`src/rtl/vend_pkg.sv`:
```
// Shared types and constants for the vending-machine sequencing controller.
package vend_pkg;

  typedef enum logic [1:0] {
    S_IDLE,
    S_VEND,
    S_CHANGE
  } vend_state_e;

  localparam int unsigned NPROD          = 4;
  localparam int unsigned CREDIT_W_DEF   = 5;
  localparam int unsigned STOCK_W_DEF    = 4;
  localparam int unsigned INIT_STOCK_DEF = 3;

  localparam int unsigned PRICE [NPROD] = '{2, 3, 5, 7};

endpackage

```
`src/rtl/vend_stock_bank.sv`:
```
// Per-product stock counters with single-index decrement and global restock.
module vend_stock_bank
  import vend_pkg::*;
#(
  parameter  int unsigned STOCK_W    = STOCK_W_DEF,
  parameter  int unsigned INIT_STOCK = INIT_STOCK_DEF,
  localparam int unsigned SEL_W      = $clog2(NPROD)
) (
  input  logic             clk,
  input  logic             rst,
  input  logic             dec_en,
  input  logic [SEL_W-1:0] dec_idx,
  input  logic             restock,
  output logic [NPROD-1:0] empty
);

  logic [STOCK_W-1:0] stock [NPROD];

  always_ff @(posedge clk or negedge rst) begin
    if (!rst) begin
      for (int unsigned i = 0; i < NPROD; i++) stock[i] <= STOCK_W'(INIT_STOCK);
    end else if (restock) begin
      for (int unsigned i = 0; i < NPROD; i++) stock[i] <= STOCK_W'(INIT_STOCK);
    end else if (dec_en && stock[dec_idx] != '0) begin
      stock[dec_idx] <= stock[dec_idx] - STOCK_W'(1);
    end
  end

  always_comb begin
    empty = '0;
    for (int unsigned i = 0; i < NPROD; i++) empty[i] = (stock[i] == '0);
  end

endmodule

```
`src/rtl/vend_controller.sv`:
```
// Vending sequencer: coin credit, selection checks, dispense handshake, change payout.
module vend_controller
  import vend_pkg::*;
#(
  parameter  int unsigned CREDIT_W   = CREDIT_W_DEF,
  parameter  int unsigned STOCK_W    = STOCK_W_DEF,
  parameter  int unsigned INIT_STOCK = INIT_STOCK_DEF,
  localparam int unsigned SEL_W      = $clog2(NPROD)
) (
  input  logic                clk,
  input  logic                rst,
  input  logic                coin_valid,
  input  logic [2:0]          coin_val,
  input  logic                sel_valid,
  input  logic [SEL_W-1:0]    sel,
  input  logic                cancel,
  input  logic                restock,
  output logic                vend_req,
  output logic [SEL_W-1:0]    vend_id,
  input  logic                vend_done,
  output logic                chg_valid,
  input  logic                chg_ready,
  output logic [CREDIT_W-1:0] credit,
  output logic                busy,
  output logic                coin_rej,
  output logic                err_funds,
  output logic                err_sold_out
);

  localparam int unsigned   W1   = CREDIT_W + 1;
  localparam logic [W1-1:0] MAXC = {1'b0, {CREDIT_W{1'b1}}};

  vend_state_e         state, state_d;
  logic [CREDIT_W-1:0] credit_d;
  logic [SEL_W-1:0]    vend_id_d;
  logic                coin_rej_d, err_funds_d, err_sold_d;
  logic                dec_en, restock_en, coin_nz;
  logic [W1-1:0]       cr, cv, price, sum;
  logic [NPROD-1:0]    empty;

  assign coin_nz = coin_valid && (coin_val != '0);
  assign cr      = W1'(credit);
  assign cv      = W1'(coin_val);
  assign price   = W1'(PRICE[sel]);

  vend_stock_bank #(
    .STOCK_W    (STOCK_W),
    .INIT_STOCK (INIT_STOCK)
  ) u_stock (
    .clk     (clk),
    .rst     (rst),
    .dec_en  (dec_en),
    .dec_idx (sel),
    .restock (restock_en),
    .empty   (empty)
  );

  always_comb begin
    state_d     = state;
    credit_d    = credit;
    vend_id_d   = vend_id;
    coin_rej_d  = 1'b0;
    err_funds_d = 1'b0;
    err_sold_d  = 1'b0;
    dec_en      = 1'b0;
    restock_en  = 1'b0;
    sum         = cr;
    case (state)
      S_IDLE: begin
        // Coin acceptance is independent of the cancel/select decision below
        if (coin_nz) begin
          if (cr + cv <= MAXC) sum = cr + cv;
          else                 coin_rej_d = 1'b1;
        end
        if (cancel) begin
          if (cr != '0) state_d = S_CHANGE;
        end else if (sel_valid) begin
          if (empty[sel]) begin
            err_sold_d = 1'b1;
          end else if (cr < price) begin
            err_funds_d = 1'b1;
          end else begin
            dec_en    = 1'b1;
            sum       = sum - price;
            vend_id_d = sel;
            state_d   = S_VEND;
          end
        end else if (restock) begin
          restock_en = 1'b1;
        end
        credit_d = CREDIT_W'(sum);
      end
      S_VEND: begin
        coin_rej_d = coin_nz;
        if (vend_done) state_d = (credit != '0) ? S_CHANGE : S_IDLE;
      end
      S_CHANGE: begin
        coin_rej_d = coin_nz;
        if (chg_valid && chg_ready) begin
          credit_d = credit - CREDIT_W'(1);
          if (credit == CREDIT_W'(1)) state_d = S_IDLE;
        end
      end
      default: state_d = S_IDLE;
    endcase
  end

  always_ff @(posedge clk or negedge rst) begin
    if (!rst) begin
      state        <= S_IDLE;
      credit       <= '0;
      vend_id      <= '0;
      vend_req     <= 1'b0;
      chg_valid    <= 1'b0;
      busy         <= 1'b0;
      coin_rej     <= 1'b0;
      err_funds    <= 1'b0;
      err_sold_out <= 1'b0;
    end else begin
      state        <= state_d;
      credit       <= credit_d;
      vend_id      <= vend_id_d;
      vend_req     <= (state_d == S_VEND);
      chg_valid    <= (state_d == S_CHANGE);
      busy         <= (state_d != S_IDLE);
      coin_rej     <= coin_rej_d;
      err_funds    <= err_funds_d;
      err_sold_out <= err_sold_d;
    end
  end

endmodule

```
`config.mk`:
```
export PLATFORM = sky130hd
export DESIGN_NAME = vend_controller
export DESIGN_NICKNAME = d
export VERILOG_FILES = /design/src/rtl/vend_pkg.sv /design/src/rtl/vend_stock_bank.sv /design/src/rtl/vend_controller.sv
export SDC_FILE = /design/constraint.sdc
export NUM_CORES = 1
export LEC_CHECK = 0
export ABC_AREA = 1
export ABC_CLOCK_PERIOD_IN_PS = 5550
export CORE_AREA = 2 2 85 87
export CTS_CLUSTER_SIZE = 12
export DETAILED_ROUTE_END_ITERATION = 6
export DIE_AREA = 0 0 87 89
export GPL_TIMING_DRIVEN = 0
export PLACE_DENSITY_LB_ADDON = 0.05
export SETUP_SLACK_MARGIN = 0.1
export SLEW_MARGIN = 25
export SYNTH_ARGS = -nofsm -noshare
export SYNTH_HDL_FRONTEND = slang
export SYNTH_SLANG_ARGS = --single-unit
```
`constraint.sdc`:
```
create_clock -name clk -period 5.55 [get_ports clk]
set_clock_uncertainty 0.1 [all_clocks]
set_input_delay 1.11 -clock clk [delete_from_list [all_inputs] [get_ports clk]]
set_output_delay 1.11 -clock clk [all_outputs]
set_load 0.05 [all_outputs]
```
==> results_dict.tcl, run 1 <==
set metrics [dict create \
    vias 2162 \
    area_growth_pct 20.7 \
    die_h_um 89 \
    syn-cell-area_sq_um 2340 \
    vias_per_cell 4.86 \
    ys_types 33 \
    instances_no_fill 445 \
    antenna_left 0 \
    status "completed" \
    start_kind "primary input" \
    ys_seq_area_frac 0.336 \
    switching_power_w 0.000768 \
    path_max_fanout 6 \
    clkPwrFrac 0.153 \
    max_cap_viol_count 0 \
    insertion_delay_ns 0.28 \
    clk_pin_slew_ns 0.07 \
    postCtsSetupRepairBufs 0 \
    cts_tree "yes" \
    place.gp.congestion 0.805 \
    netSwitchingFraction 0.495 \
    rsz0062_at_grt "false" \
    die_x_um 87 \
    ioPinCount 26 \
    cts_buffer_depth 2 \
    ys_ff_latch 31 \
    final_util 0.420 \
    worstPathRequired_ns 5.62 \
    nets 395 \
    grt_usage 0.175 \
    core_sq_um 6720 \
    synth_top_flop_cell "dfrtp_1" \
    irDropWorstVdd_v 0.000320 \
    first_pass_iters 4 \
    fin_area_sq_um 2820 \
    synth-edff-count 0 \
    path_class "primary input to register" \
    p_int_w 0.000784 \
    die_area_sq_um 7740 \
    overflow 0 \
    grt_pass1_wl_um 10500 \
    setup_viol 0 \
    min_period_ns 3.96 \
    hold_violations 0 \
    cts_resized 0 \
    fin_tns_setup_ns 0 \
    wire_per_inst_um 13.5 \
    portBuffers 25 \
    slew_violations 0 \
    fmax_ghz 0.253 \
    p_comb_frac 0.577 \
    syn_inst 331 \
    grt_pass1_vias 2221 \
    start_util 0.348 \
    place_area_sq_um 2700 \
    hold_path_class "register to register" \
    p_leak_nw 1.44 \
    max_slew.worst_pin.slew_ns 0.513 \
    crit_arrival_ns 4.02 \
    power.density_nw_per_um2 550 \
    ys_async_sr_fraction 1.00 \
    rows 30 \
    drc 0 \
    min_period_over_period 0.713 \
    yosys_warnings 0 \
    power_frac_seq 0.271 \
    drive_above_1_share 0.110 \
    numCtsBuffers 5 \
    dp.cells 437 \
    numClockSinks 31 \
    grt_max_degree 27 \
    slew-limit-headroom 0.657 \
    cts_hold_buf 0 \
    antenna_found_initial 0 \
    syn_area_per_cell_sq_um 7.06 \
    diodes 0 \
    root_buffer "clkbuf_8" \
    drt_wl_total_um 5990 \
    endpoint_kind "register" \
    mappedNetlistNets 362 \
    h-tree-depth 2 \
    hpwl_um 4750 \
    drt-initial-drc-count 61 \
]
[layout make-up]
type	instances	area, sq um
Timing Repair Buffer	26	265
Clock inverter	2	35.0
Multi-Input combinational cell	257	1390
Clock buffer	6	82.6
Fill cell	712	3900
Tap cell	80	100
Buffer	4	16.3
Sequential cell	31	786
Inverter	39	149
[per-stage QoR]
step	power, W	worst slack, ns	hold slack (ns)
2_1_floorplan	0.00107	2.20	0.374
3_3_place_gp	0.00133	1.23	0.377
3_5_place_dp	0.00133	1.28	0.380
4_1_cts	0.00157	1.58	0.397
5_1_grt	0.00172	1.22	0.410
6_report	0.00155	1.59	0.389
[synth_stat cells, types with 3 or more instances]
master | instances | area share
nand3_1 | 47 | 0.10
dfrtp_1 | 23 | 0.25
nand4_1 | 4 | 0.011
nor2_1 | 28 | 0.045
a21oi_1 | 14 | 0.030
inv_1 | 34 | 0.055
inv_2 | 4 | 0.0064
nand4_2 | 4 | 0.021
nand2_1 | 102 | 0.16
dfstp_2 | 8 | 0.090
clkbuf_1 | 3 | 0.0048
nand2_2 | 3 | 0.0080
o21ai_0 | 14 | 0.030
xnor2_1 | 3 | 0.011
ha_1 | 16 | 0.086
[worst max-delay path, cell delays in order]
cell             delay (ns)
clkdlybuf4s50_1        0.53
nor2_1                 0.06
a21boi_0               0.39
nand3_1                0.28
o21ai_0                0.36
ha_1                   0.21
inv_1                  0.06
fa_1                   0.42
a21oi_1                0.17
nand2_1                0.08
nor2_1                 0.12
nand3_1                0.07
nand3_1                0.08
a21oi_1                0.06
[worst paths after layout]
| check | cells after the start | slack [ns] | start | end |
|---|---|---|---|---|
| setup / recovery | 14 | 1.59 | coin_val[1] | credit[4]$_DFFE_PN0P_ |
| hold / removal | 2 | 0.39 | vend_id[0]$_DFFE_PN0P_ | vend_id[0]$_DFFE_PN0P_ |
| setup reg to reg | 15 | 2.42 | credit[2]$_DFFE_PN0P_ | credit[4]$_DFFE_PN0P_ |
| hold reg to reg | 2 | 0.39 | vend_id[0]$_DFFE_PN0P_ | vend_id[0]$_DFFE_PN0P_ |
| max in group asynchronous | 2 | 4.32 | rst | u_stock.stock[8]$_DFFE_PN1P_ |
| min in group asynchronous | 1 | 0.56 | rst | coin_rej$_DFF_PN0_ |
[power groups by stage]
| stage | Sequential [W] | Clock [W] | Combinational [W] |
|---|---|---|---|
| floorplan | 0.000529 | 0 | 0.000542 |
| global placement | 0.000427 | 0 | 0.000899 |
| detailed placement | 0.000424 | 0 | 0.000901 |
| CTS | 0.000421 | 0.000246 | 0.000907 |
| global route | 0.000436 | 0.000256 | 0.00102 |
| finish | 0.000420 | 0.000237 | 0.000895 |
[state kept, by name, indices dropped and copies added (netlist names)]
signal	cells
busy	1
chg_valid	1
coin_rej	1
credit	5
err_funds	1
err_sold_out	1
state	2
u_stock.stock	16
vend_id	2
vend_req	1
[cells in the final DEF (no fill, tap or decap), drive strengths merged, types with 2 or more instances in the layout]
master / netlist / final
xnor2: 3 / 3
nand4: 8 / 8
a22oi: 2 / 2
clkdlybuf4s50: 0 / 24
o21ai: 14 / 14
nand3: 50 / 50
dfrtp: 23 / 23
a21oi: 15 / 15
fa: 2 / 2
nor3: 2 / 2
ha: 16 / 16
inv: 39 / 39
nand2: 105 / 105
buf: 1 / 3
clkbuf: 3 / 9
dfstp: 8 / 8
nor2: 32 / 32
[logic make-up after synthesis]
kind of cell	Yosys count	synth area share
and+or+nand+nor	200	0.393
buffers and inverters	43	0.0707
AOI/OAI and AO/OA	36	0.0862
DFF	31	0.336
adders and majority gates	18	0.103
xor gates and xnor gates	3	0.0112
[routing by layer]
layer / track usage / share of wire / vias to the layer above
met1: 0.208 / 0.45 / 982
met5: 0 / 0 / -
li1: - / - / 1149
met2: 0.325 / 0.52 / 27
met3: 0.0286 / 0.025 / 4
met4: 0.0483 / 0.0092 / 0
(Power assumes the default switching activity.)
==> run 2: changes to the inputs <==
- ABC_CLOCK_PERIOD_IN_PS: 5550 -> 3700
- clock period: 5.55 -> 3.7 ns (I/O delays scaled with it)
==> results_dict.tcl, run 2 (same netlist as run 1, synthesis figures left out) <==
set metrics [dict create \
    diodes 0 \
    clk_pin_slew_ns 0.07 \
    p_leak_nw 1.45 \
    hold_path_class "primary input to async pin" \
    die_area_sq_um 7740 \
    p_comb_frac 0.578 \
    multi_input_area_sq_um 1390 \
    grt_usage 0.175 \
    antenna_left 0 \
    grt_max_degree 27 \
    rows 30 \
    ioPinCount 26 \
    worstPathRequired_ns 3.77 \
    path_max_fanout 6 \
    setup_viol 0 \
    portBuffers 25 \
    register_area_sq_um 786 \
    path_buf_inv 2 \
    final_util 0.420 \
    largestRegisters "u_stock.stock (16), credit (5)" \
    insertion_delay_ns 0.28 \
    hold_violations 0 \
    place_area_sq_um 2700 \
    start_kind "primary input" \
    min_period_ns 3.37 \
    drive_above_1_share 0.112 \
    numClockSinks 31 \
    grt_pass1_wl_um 10500 \
    h-tree-depth 2 \
    status "completed" \
    wire_per_inst_um 13.5 \
    antenna_found_initial 0 \
    overflow 0 \
    die_x_um 87 \
    r2r_end "credit[4]$_DFFE_PN0P_" \
    whs_ns 0.188 \
    cts_buffer_depth 2 \
    final_common_cell "nand2_1" \
    core_sq_um 6720 \
    hpwl_um 4750 \
    nets 395 \
    p_int_w 0.00118 \
    top_register "u_stock.stock" \
    fmax_ghz 0.297 \
    switching_power_w 0.00116 \
    drc 0 \
    max_cap_viol_count 0 \
    vias_per_cell 4.88 \
    slew_violations 0 \
    max_slew.worst_pin.slew_ns 0.511 \
    final_cell_mix "nand2_1, nand3_1, inv_1" \
    fin_area_sq_um 2820 \
    crit_path_top_delay_cell "clkdlybuf4s50_1" \
    crit_family "adder cells" \
    worst-r2r-setup-slack_ns 0.72 \
    rsz0062_at_grt "true" \
    grt_pass1_vias 2221 \
    first_pass_iters 4 \
    regToRegStartpoint "credit[2]$_DFFE_PN0P_" \
    worstPathCellList "clkdlybuf4s50_1 -> ha_1 -> nand2_1 -> nand2_1 -> nand2_1 -> nand3_1 -> o21ai_2 -> ha_1 -> inv_1 -> fa_1 -> a21oi_1 -> nand2_1 -> nor2_1 -> nand3_1 -> nand3_1 -> a21oi_1" \
    max_stage_delay_ns 0.43 \
    power.density_nw_per_um2 827 \
    cts_tree "yes" \
    netSwitchingFraction 0.495 \
    clkPwrFrac 0.152 \
    root_buffer "clkbuf_8" \
    area_growth_pct 20.8 \
    path_class "primary input to register" \
    largest_reg_flops 16 \
    reg2regPathDepth 15 \
    power_frac_seq 0.270 \
    endpoint_kind "register" \
    nFillCells 712 \
    crit_arrival_ns 3.44 \
    vias 2172 \
    drt_wl_total_um 6010 \
    drt-initial-drc-count 54 \
    cpMostUsedCell "nand2_1" \
    irDropWorstVdd_v 0.000481 \
    start_util 0.348 \
    numCtsBuffers 5 \
    die_h_um 89 \
    min_period_over_period 0.911 \
    slew-limit-headroom 0.657 \
    place.gp.congestion 0.805 \
]
[run 2: cell counts in the layout (fill, tap and decap cells not counted)]
No cell type changed its count.
[run 2: timing repair]
action	in CTS	in global routing
gates resized for setup	0	3
hold buffers	0	0
setup endpoints to repair	0	3
hold endpoints to repair	0	0
buffers inserted	0	0
[run 2: power by group through the flow]
stage | registers, W | clock network, W | logic (W)
floorplan | 0.000793 | 0 | 0.000814
global placement | 0.000640 | 0 | 0.00135
detailed placement | 0.000636 | 0 | 0.00135
CTS | 0.000631 | 0.000370 | 0.00136
global route | 0.000653 | 0.000384 | 0.00154
finish | 0.000631 | 0.000356 | 0.00135
[run 2: worst max-delay path by stage]
stage,startpoint,endpoint,cells after the start
CTS,coin_val[1],credit[4]$_DFFE_PN0P_,14
global placement,coin_val[1],credit[4]$_DFFE_PN0P_,14
detailed placement,coin_val[1],credit[4]$_DFFE_PN0P_,14
floorplan,credit[2]$_DFFE_PN0P_,credit[4]$_DFFE_PN0P_,15
global route,coin_val[2],credit[3]$_DFFE_PN0P_,16
finish,coin_val[2],credit[4]$_DFFE_PN0P_,16
[run 2: layer usage]
metal,GRT usage,vias up,wire length (um)
met5,0,-,0
met4,0.0483,0,91
met3,0.0286,7,151
met2,0.325,26,3080
met1,0.208,990,2690
li1,-,1149,-
[run 2: cell type report]
| cell class | count | share of cell area |
|---|---|---|
| Sequential cell | 31 | 0.278 |
| Timing Repair Buffer | 26 | 0.0939 |
| Multi-Input combinational cell | 257 | 0.492 |
| Buffer | 4 | 0.00576 |
| Clock buffer | 6 | 0.0292 |
| Clock inverter | 2 | 0.0124 |
| Inverter | 39 | 0.0527 |
| Tap cell | 80 | 0.0354 |
[run 2: metrics by stage]
| stage | setup slack (ns) | TNS [ns] | std cells | total power (W) |
|---|---|---|---|---|
| 2_1_floorplan | 0.689 | 0 | 331 | 0.00161 |
| 3_3_place_gp | -0.247 | -0.354 | 436 | 0.00199 |
| 3_5_place_dp | -0.205 | -0.226 | 437 | 0.00199 |
| 4_1_cts | 0.101 | 0 | 445 | 0.00236 |
| 5_1_grt | 0.0457 | 0 | 445 | 0.00258 |
| 6_report | 0.328 | 0 | 445 | 0.00234 |
